**src/rtl/pc_fetch_unit.sv**
```systemverilog
// Program counter and fetch/execute sequencer feeding the PC+4 adder and instruction memory.
// Define PC_MISALIGN_TRAP_EN to trap misaligned jump/branch targets to TRAP_VEC instead of aligning them.
//
// state  | meaning
// BOOT   | first cycle out of reset, outputs idle
// FETCH  | imem_req high, waiting for imem_ready
// EXEC   | instruction valid; PC advances on the unstalled exit edge
// HALTED | fetch stopped, only reset leaves
module pc_fetch_unit #(
   parameter logic [31:0] RESET_PC = 32'h0000_0000,
   parameter logic [31:0] TRAP_VEC = 32'h0000_0080
) (
   input  logic        clk,
   input  logic        rst_n,
   input  logic [31:0] P4,
   input  logic        br_taken,
   input  logic [31:0] br_target,
   input  logic        jump,
   input  logic [31:0] jump_target,
   input  logic        stall,
   input  logic        halt,
   input  logic        imem_ready,
   output logic [31:0] PC,
   output logic        imem_req,
   output logic [31:0] imem_addr,
   output logic        instr_valid
`ifdef PC_MISALIGN_TRAP_EN
   ,
   output logic        misalign
`endif
);

   typedef enum logic [1:0] {
      BOOT   = 2'd0,
      FETCH  = 2'd1,
      EXEC   = 2'd2,
      HALTED = 2'd3
   } state_t;

   state_t      state, state_nxt;
   logic [31:0] pc_nxt;
   logic [31:0] sel_pc;
`ifdef PC_MISALIGN_TRAP_EN
   logic        sel_is_tgt;
   logic        trap_nxt;
`endif

   always_ff @(posedge clk or negedge rst_n) begin
      if (!rst_n) begin
         state <= BOOT;
         PC    <= RESET_PC;
      end else begin
         state <= state_nxt;
         PC    <= pc_nxt;
      end
   end

`ifdef PC_MISALIGN_TRAP_EN
   always_ff @(posedge clk or negedge rst_n) begin
      if (!rst_n) misalign <= 1'b0;
      else        misalign <= trap_nxt;
   end
`endif

   always_comb begin
      sel_pc = P4;
`ifdef PC_MISALIGN_TRAP_EN
      sel_is_tgt = 1'b0;
`endif
      if (jump) begin
         sel_pc = jump_target;
`ifdef PC_MISALIGN_TRAP_EN
         sel_is_tgt = 1'b1;
`endif
      end else if (br_taken) begin
         sel_pc = br_target;
`ifdef PC_MISALIGN_TRAP_EN
         sel_is_tgt = 1'b1;
`endif
      end
   end

   always_comb begin
      state_nxt = state;
      pc_nxt    = PC;
`ifdef PC_MISALIGN_TRAP_EN
      trap_nxt  = 1'b0;
`endif
      case (state)
         BOOT:  state_nxt = FETCH;
         FETCH: if (imem_ready) state_nxt = EXEC;
         EXEC: begin
            if (!stall) begin
               if (halt) begin
                  state_nxt = HALTED;
               end else begin
                  state_nxt = FETCH;
`ifdef PC_MISALIGN_TRAP_EN
                  // Only jump/branch targets are checked; P4 is trusted as delivered.
                  if (sel_is_tgt && (sel_pc[1:0] != 2'b00)) begin
                     pc_nxt   = TRAP_VEC;
                     trap_nxt = 1'b1;
                  end else begin
                     pc_nxt = sel_pc;
                  end
`else
                  pc_nxt = sel_pc & ~32'h0000_0003;
`endif
               end
            end
         end
         HALTED: state_nxt = HALTED;
         default: state_nxt = BOOT;
      endcase
   end

   // Decoded from the registered state, so async reset clears them at once.
   assign imem_req    = (state == FETCH);
   assign instr_valid = (state == EXEC);
   assign imem_addr   = PC;

endmodule

```
**config.mk**
```make
export PLATFORM = sky130hd
export DESIGN_NAME = pc_fetch_unit
export DESIGN_NICKNAME = d
export VERILOG_FILES = /design/src/rtl/pc_fetch_unit.sv
export SDC_FILE = /design/constraint.sdc
export NUM_CORES = 1
export LEC_CHECK = 0
export CAP_MARGIN = 5
export CORE_UTILIZATION = 36
export DETAILED_ROUTE_END_ITERATION = 10
export PLACE_DENSITY = 0.86
export SYNTH_ARGS = -nofsm -noshare
export SYNTH_HDL_FRONTEND = slang
export SYNTH_SLANG_ARGS = --single-unit
```
**constraint.sdc**
```tcl
create_clock -name clk -period 3.3 [get_ports clk]
set_input_delay 0.33 -clock clk [delete_from_list [all_inputs] [get_ports clk]]
set_output_delay 0.33 -clock clk [all_outputs]
set_load 0.005 [all_outputs]
```
; ---- After elaboration in Yosys (flattened, before gate mapping)
; Index checks and enable logic that the tools add are counted.
[word_totals]
register_bits = 32
mem_bits_rw = 0
latch_bits = 0
mem_count = 0
romBits = 0
in_bits = 103
[classes]
div = 0
n_shift = 0
bitwise_logic = 2
mux = 6
n_mul = 0
n_addsub = 0
eq_ne = 5
magnitude_cmp = 0
reduce_logical = 3
[op_table]
columns = op, count
row1 = 2-to-1 mux 32 bit, 2
row2 = case mux 2 bit (4 select lines), 1
row3 = 2-to-1 mux 2 bit, 3
row4 = "== test 2 bit, second input constant", 2
row5 = "!= test 2 bit, second input constant", 2
row6 = AND reduction 3 bit, 1
row7 = "== test 2 x 1 -> 1 bit, second input constant", 1
row8 = zero test 2 bit, 1
row9 = inverter 1 bit, 2
row10 = AND reduction 2 bit, 1

; ---- Longest topological paths before layout
; Gate-level depths: netlist (run 1).
[logic_depth]
word_depth = 3
mapped_depth = 5
depth_no_buf = 3

; ---- Worst setup path after synthesis (run 1)
; OpenSTA, ideal clock, no wires.
[synth_timing]
kind = register to register
from = register state[0]
to = register PC[25]
setup_ps = 119
slack_ps = 1861
path_buffers = 2
arrival_time_ps = 1320
path_stages_with_launch = 6
path_cell_list = dfrtp_1 > or4b_1 > buf_6 > clkbuf_8 > nand2_1 > o21ai_2
[synth_between]
elab_chain_len = 2
[synth_rtl]
columns = item, line_no
row1 = from (decl), 40  ; state_t state, state_nxt;
row2 = from (signal assigned), 53  ; state <= state_nxt;
row3 = == test 2 bit, 89  ; case (state)
row4 = AND reduction 3 bit (no source line), --
row5 = to (signal assigned), 54  ; PC <= pc_nxt;
row6 = to (decl), 23  ; output logic [31:0] PC,
; Every way passes these cells.
; A chain may end at the register's enable or synchronous reset.

; ---- Worst setup path after layout (run 1)
[layout_timing]
from = input halt
to = register PC[21]
[layout_between]
elab_chain_len = 2
[layout_rtl]
columns = item, line_no
row1 = from (decl), 21  ; input logic halt,
row2 = inverter 1 bit (no source line), --
row3 = AND reduction 3 bit (no source line), --
; Every way passes these cells.

==> impl_metrics.toml, run 1 <==
[clock_network]
clk_path_buf_depth = 2
holdBufCountCts = 0
root_buffer = "clkbuf_8"
cts_setup_buffers = 0
htreeDepth = 2
insertion_delay_ns = 0.27
clk_pin_slew_ns = 0.06
numCtsBuffers = 5
cts_tree = "yes"
cts_resized = 0
clock_sinks = 32

[sta]
worst_pin_slew_ns = 1.21
setup_viol = 0
fmax_mhz = 468
period_share_pct = 64.7
maxSlewHeadroom_pct = 19.4
rsz0062_at_grt = "false"
fin_crit_ns = 2.14
slew_viol_final = 0
finClkSkew_ns = 0.00548
fin_setup_tns_ns = 0
hold_viol = 0
fin_hold_ws_ns = 0.143

[placed_design]
dp_hpwl_um = 4500
globalplace.congestion = 0.695
placed_cells = 395
io_buffers = 158

[drt]
drc = 0
num_vias = 1874
viasPerCell = 4.65
drtIter0Drc = 52
avgRoutedWirePerCell_um = 14.4
wirelength_um = 5820
firstDrtPassIters = 4
ant_nets = 0

[global_routing]
track_usage_pct = 18.4
grt_pass1_wl_um = 8960
grt_overflow = 0
met3_usage_pct = 4.94
grt_max_degree = 61
grt_pass1_vias = 1934
grtUsageMet2_pct = 35.6
antenna_found_initial = 0
use_met1_pct = 19.2
grt.busiest_layer = "met2"

[die]
core_um2 = 5610
die-area_um2 = 6270
die_width_um = 79.2
die-height_um = 79.2
initial_utilization_pct = 38.2
rows = 27
ios = 169

[setup_path]
r2r_slack_ns = 1.20
r2r-end = "PC[21]"
reg2reg_depth = 3
path_max_fanout = 60
cp.arrival_ns = 2.24
crit-reg2reg-launch = "state[0]"
endpoint_kind = "register"
startpoint_type = "input pin"
criticalPathCategory = "input pin to register"
cp.required_ns = 3.41

[synth]
synthFlopType = "dfrtp_1"
ys_seq_area_share_pct = 37.3
syn-cell-area_um2 = 2140
synth.ff_latch_count = 32
syn_inst = 209
synth_area_leader_cell = "dfrtp_1"
synth_top_area_share_pct = 37.3
async_reset_ff_share_pct = 100
yosys_warnings = 0
ys_top_cells_by_area = "dfrtp_1 37%, mux2_2 16%, mux2i_1 14%"
synth-edff-count = 0
synth_cell_types = 20
synth.avg_cell_area_um2 = 10.3

[finish]
layout-area-overhead-vs-synth_pct = 65.3
seqCellArea_um2 = 801
layout_commonest_cell = "clkdlybuf4s50_1"
mostFrequentLayoutCells = "156 x clkdlybuf4s50_1, 32 x dfrtp_1, 30 x mux2_2, 30 x mux2i_1, 29 x nand2_1"
instances_no_fill = 403
drive_above_1_share_pct = 14.2
multi_input_area_um2 = 986
diodes = 0
layout.nets = 433
n_fill_cell = 488

[power_and_ir_drop]
combPwrFrac_pct = 39.6
power.internal_uw = 1010
p_leak_uw = 0.00149
power.switching_uw = 342
p_clk_share_pct = 22.3
powerDensity_nw_per_um2 = 382
pwr-share-seq_pct = 38.1
vdd_drop_max_mv = 0.223
switching_share_pct = 25.2

[min_path]
min_path_type = "input pin to asynchronous set/reset pin"

[flow_run]
maxCapViolCount = 0

[outcome]
status = "completed"
power by group through the flow:
stage / clock network [uW] / logic, uW / registers [uW]
finish: 301 / 537 / 516
global route: 332 / 581 / 524
CTS: 314 / 544 / 517
detailed placement: 0 / 543 / 523
global placement: 0 / 529 / 518
floorplan: 0 / 228 / 518
metal layers:
metal	part of all wire, %	wire length (um)	vias to the layer above
met4	0.98	57	0
met2	55	3180	93
met5	0	0	-
li1	-	-	921
met3	6.7	388	6
met1	38	2190	854
flip-flops by register name, summed over array words and instances (netlist names):
| signal | flops |
|---|---|
| PC | 30 |
| state | 2 |
worst max-delay path, cell delays in order:
cell and delay [ns]:
clkdlybuf4s50_1 0.42, or4b_2 1.16, nand2_1 0.23, o21ai_1 0.08
worst max-delay path by stage:
stage	startpoint	to	slack, ns
after global placement	stall	PC[25]	0.91
after global routing	halt	PC[7]	1.05
after CTS	halt	PC[20]	1.15
final	halt	PC[21]	1.16
after detailed placement	halt	PC[20]	0.86
after floorplan	state[0]	PC[25]	1.86
cells in the mapped netlist (all sizes together) (8+ instances only):
| master | instances |
|---|---|
| buf | 40 |
| dfrtp | 32 |
| nand2 | 32 |
| mux2 | 30 |
| mux2i | 30 |
| o21ai | 30 |
| clkbuf | 8 |
area by class of cell:
class / instances / share of cell area (%)
Multi-Input combinational cell: 132 / 27.8
Sequential cell: 32 / 22.6
Clock buffer: 8 / 2.54
Tap cell: 72 / 2.54
Timing Repair Buffer: 159 / 44.5
stage by stage:
stage | setup WS (ns) | instance area (um^2) | total power [uW] | util, %
6_report | 1.16 | 3550 | 1350 | 63.2
5_1_grt | 1.05 | 3550 | 1440 | 63.2
4_1_cts | 1.15 | 3550 | 1370 | 63.2
3_5_place_dp | 0.863 | 3460 | 1070 | 61.6
3_3_place_gp | 0.914 | 3460 | 1050 | 61.6
2_1_floorplan | 1.86 | 2160 | 746 | -
logic make-up (layout without fill, tap and decap cells):
logic type      Yosys count  count (layout)  synth area share (%)
compound gates           32              32                  8.28
simple gates             36              36                  7.23
flops                    32              32                  37.3
buf+inv                  48             167                  17.2
mux                      60              60                  29.8
other cells               1               4                 0.175
Note: power is estimated with default switching activity, not from simulation.
==> run 2, diff against run 1 <==
- CORE_UTILIZATION: 36 -> 34
- PLACE_DENSITY: 0.86 -> 0.82
- clock period: 3.3 -> 2 ns (I/O delays scaled with it)
==> run 2 against run 1 <==
Net effect:
- worst setup slack worse by 0.83 ns
- largest power group unchanged
- clock-buffer cell count down 2
- design area up 1.7%
- hold slack better by 0.35 ns
- core utilization down 3.0 points
- clock skew about the same
==> impl_metrics.toml, run 2 (synthesis gave the netlist of run 1 again) <==
[outcome]
status = "completed"

[flow_run]
maxCapViolCount = 0

[placed_design]
placed_area_um2 = 3520
pre_cts_ws_ns = 0.147
dp_hpwl_um = 4370
io_buffers = 158
globalplace.congestion = 0.707

[clock_network]
clock_sinks = 32
clk_path_buf_depth = 2
cts_tree = "yes"
insertion_delay_ns = 0.28
htreeDepth = 2
numCtsBuffers = 5
cts_resized = 0
root_buffer = "clkbuf_8"
clk_pin_slew_ns = 0.06

[setup_path]
startpoint_type = "register"
cpPeakStageDelay_ns = 0.72
crit_chain = "or4b_2, buf_12, nand2_1, o21ai_1"
endpoint_kind = "register"
cpMaxStageDelayCell = "or4b_2"
cp.arrival_ns = 1.82
path_max_fanout = 60
cp.required_ns = 2.15
criticalPathCategory = "register to register"

[drt]
drc = 0
viasPerCell = 4.62
drtIter0Drc = 21
wirelength_um = 5540
firstDrtPassIters = 4
num_vias = 1889
avgRoutedWirePerCell_um = 13.5
ant_nets = 0

[die]
rows = 28
die-area_um2 = 6630
die_width_um = 81.4
ios = 169
die-height_um = 81.4
core_um2 = 5990
initial_utilization_pct = 35.8

[sta]
worst_slack_ns = 0.332
fin_setup_tns_ns = 0
finClkSkew_ns = 0.00501
maxSlewHeadroom_pct = 52.9
fin_crit_ns = 1.67
setup_viol = 0
fmax_mhz = 600
slew_viol_final = 0
period_share_pct = 83.4
hold_viol = 0
worst_pin_slew_ns = 0.706
rsz0062_at_grt = "false"

[finish]
layout_commonest_cell = "clkdlybuf4s50_1"
mostFrequentLayoutCells = "156 x clkdlybuf4s50_1, 32 x dfrtp_1, 30 x mux2_2, 30 x mux2i_1, 29 x nand2_1"
layout-area-overhead-vs-synth_pct = 68.2
final_cell_area_um2 = 3610
regMostFlops = "PC"
layout.nets = 437
largest_reg_flops = 30
diodes = 0
drive_above_1_share_pct = 15.0
reg_top3 = "PC: 30 flops, state: 2 flops"
finalCoreUtilization_pct = 60.2
n_fill_cell = 522

[global_routing]
grt_pass1_vias = 1879
grt_max_degree = 61
antenna_found_initial = 0
grt_overflow = 0
track_usage_pct = 16.7
grt_pass1_wl_um = 8400

[power_and_ir_drop]
powerDensity_nw_per_um2 = 609
totalPowerFinal_uw = 2200
vdd_drop_max_mv = 0.329
p_leak_uw = 0.00152

[min_path]
min_path_type = "input pin to register"
[run 2: stage by stage]
stage / hold slack (ns) / std cells
after floorplan: -0.0956 / 212
after global placement: 0.303 / 401
after detailed placement: 0.303 / 401
after CTS: 0.490 / 409
after global routing: 0.527 / 409
final: 0.492 / 409
[run 2: path summary, 6_finish.rpt]
path                       startpoint  depth (start not counted)        to  slack, ns
min                        imem_ready                          3  state[1]       0.49
max reg2reg                  state[0]                          4     PC[6]       0.33
max in group asynchronous       rst_n                          2     PC[8]       1.04
min in group asynchronous       rst_n                          2    PC[10]       0.50
min reg2reg                     PC[7]                          2     PC[7]       0.51
max                          state[0]                          4     PC[6]       0.33
[run 2: power breakdown]
group	switching [uW]	internal (uW)
registers	93.5	757
clock network	221	236
logic	248	641
[run 2: layout make-up]
type / count / area [um^2] / area share, %
Clock inverter: 1 / 5.00 / 0.139
Sequential cell: 32 / 801 / 22.2
Clock buffer: 6 / 72.6 / 2.01
Tap cell: 75 / 93.8 / 2.60
Multi-Input combinational cell: 132 / 986 / 27.3
Timing Repair Buffer: 163 / 1650 / 45.7
[run 2: critical path: cells and delay by family, from the launching register on]
family | cells | cell delay [ns]
flip-flops | 1 | 0.41
buffers and inverters | 1 | 0.23
AO/OA/AOI/OAI | 1 | 0.07
AND/OR/NAND/NOR | 2 | 0.82
[run 2: what timing repair did]
item	CTS	global route
buffers inserted	0	0
hold buffers	1	0
hold endpoints to repair	8	0
[run 2: routing by layer]
layer	global-route usage, %	share of wire [%]
met4	4.29	0.83
met1	16.7	36
met2	33.3	55
met3	4.67	8.6
met5	0	0
==> run 3, diff against run 2 <==
- CORE_UTILIZATION: 34 -> 30
- PLACE_DENSITY: 0.82 -> 0.77
- clock period: 2 -> 1.35 ns (I/O delays scaled with it)
==> run 3 against run 2 <==
Net effect:
- the run now ends with negative setup slack left
- worst setup slack worse by 0.36 ns
- wire length increased by 9.4%
- flip-flop and latch count did not move
- clock-buffer cell count rose by 2
- sequential share of layout area down 1.5 points
- clock power rose by 60%
- first-iteration DRC count increased by 81%
- non-clock buffer count increased by 20
- global-route usage fell by 0.37 points
- critical path type unchanged
==> impl_metrics.toml, run 3 (synthesis gave the netlist of run 1 again) <==
[drt]
wl_met3_um = 477
drc = 0
avgRoutedWirePerCell_um = 13.4
firstDrtPassIters = 4
routed-wl-met2_um = 3180
num_vias = 1987
drtIter0Drc = 38
wirelength_um = 6060
met1_length_um = 2350
ant_nets = 0
viasPerCell = 4.41
routed.top_layer = "met4"

[power_and_ir_drop]
p_leak_uw = 0.00184
totalPowerFinal_uw = 3440
vdd_drop_max_mv = 0.442
powerDensity_nw_per_um2 = 889

[die]
core_um2 = 6830
initial_utilization_pct = 31.4
ios = 169
rows = 30
die_width_um = 86.6
die-height_um = 86.6
die-area_um2 = 7490

[global_routing]
antenna_found_initial = 0
track_usage_pct = 16.4
grt_max_degree = 31
grt_pass1_vias = 2014
grt_pass1_wl_um = 9440
grt_overflow = 0

[sta]
period_share_pct = 102
rsz0062_at_grt = "true"
fmax_mhz = 725
fin_crit_ns = 1.38
slew_viol_final = 0
fin_setup_tns_ns = -0.452
hold_viol = 0
setup_viol = 30
finClkSkew_ns = 0.00297
worst_slack_ns = -0.0302
fin_hold_ws_ns = 0.308

[finish]
diodes = 0
reg_top3 = "PC: 30 flops, state: 2 flops"
final_cell_area_um2 = 3860
mostFrequentLayoutCells = "142 x clkdlybuf4s50_1, 32 x dfrtp_1, 30 x mux2_2, 30 x mux2i_1, 28 x nand2_1"
largest_reg_flops = 30
layout.nets = 457
drive_above_1_share_pct = 20.3
layout_commonest_cell = "clkdlybuf4s50_1"
regMostFlops = "PC"
layout-area-overhead-vs-synth_pct = 80.2

[placed_design]
dp_hpwl_um = 4430
placed_area_um2 = 3600
io_buffers = 158
globalplace.congestion = 0.679

[min_path]
min_path_type = "input pin to asynchronous set/reset pin"

[setup_path]
path_max_fanout = 30
criticalPathCategory = "register to register"
endpoint_kind = "register"
cp.required_ns = 1.51
startpoint_type = "register"
cp.arrival_ns = 1.54

[outcome]
violations = "negative setup slack"
status = "complete, but fails checks"

[clock_network]
htreeDepth = 2
root_buffer = "clkbuf_8"
clk_pin_slew_ns = 0.06
numCtsBuffers = 5
clock_sinks = 32
clk_path_buf_depth = 2
insertion_delay_ns = 0.28
cts_tree = "yes"

[flow_run]
maxCapViolCount = 0
[run 3: final timing paths]
path	start	endpoint	slack, ns	cells past startpoint
min in group clk	jump	PC[19]	0.43	4
hold reg to reg	PC[31]	PC[31]	0.52	2
setup / recovery	state[0]	PC[14]	-0.03	4
hold / removal	rst_n	PC[26]	0.31	2
setup reg to reg	state[0]	PC[14]	-0.03	4
max in group asynchronous	rst_n	PC[12]	0.47	3
[run 3: layer usage]
layer	vias to the layer above	global-route usage, %
met5	-	0
met2	90	30.4
li1	965	-
met4	0	4.09
met1	928	17.9
met3	4	5.24
[run 3: area by class of cell]
type | count | area, um^2
clock buffer | 8 | 90.1
fill | 626 | 2970
multi-input combinational | 132 | 997
sequential | 32 | 801
tap | 96 | 120
timing repair buffer | 183 | 1860
[run 3: power breakdown]
part           total [uW]  switching, uW  internal, uW
clock network         733            318           415
registers            1260            137          1120
logic                1450            403          1040
total                3440            858          2580
[run 3: critical path, cell delays in order, from the launching register on]
cell	delay [ns]
dfrtp_1	0.38
or4b_4	0.55
buf_12	0.20
nand2_1	0.06
o21ai_1	0.06
[run 3: per-stage QoR]
stage,setup slack (ns),utilization (%),cells
4_1_cts,-0.0337,54.9,439
3_5_place_dp,-0.439,52.7,427
5_1_grt,-0.0906,56.6,451
2_1_floorplan,-0.0231,-,212
6_report,-0.0302,56.6,451
3_3_place_gp,-0.414,52.7,427
[run 3: repair_timing]
item,CTS,global route
setup endpoints to repair,35,58
gates cloned,1,0
buffers inserted,2,12
hold buffers,1,0
endpoints found under the hold margin,15,0
gates resized for setup,6,14
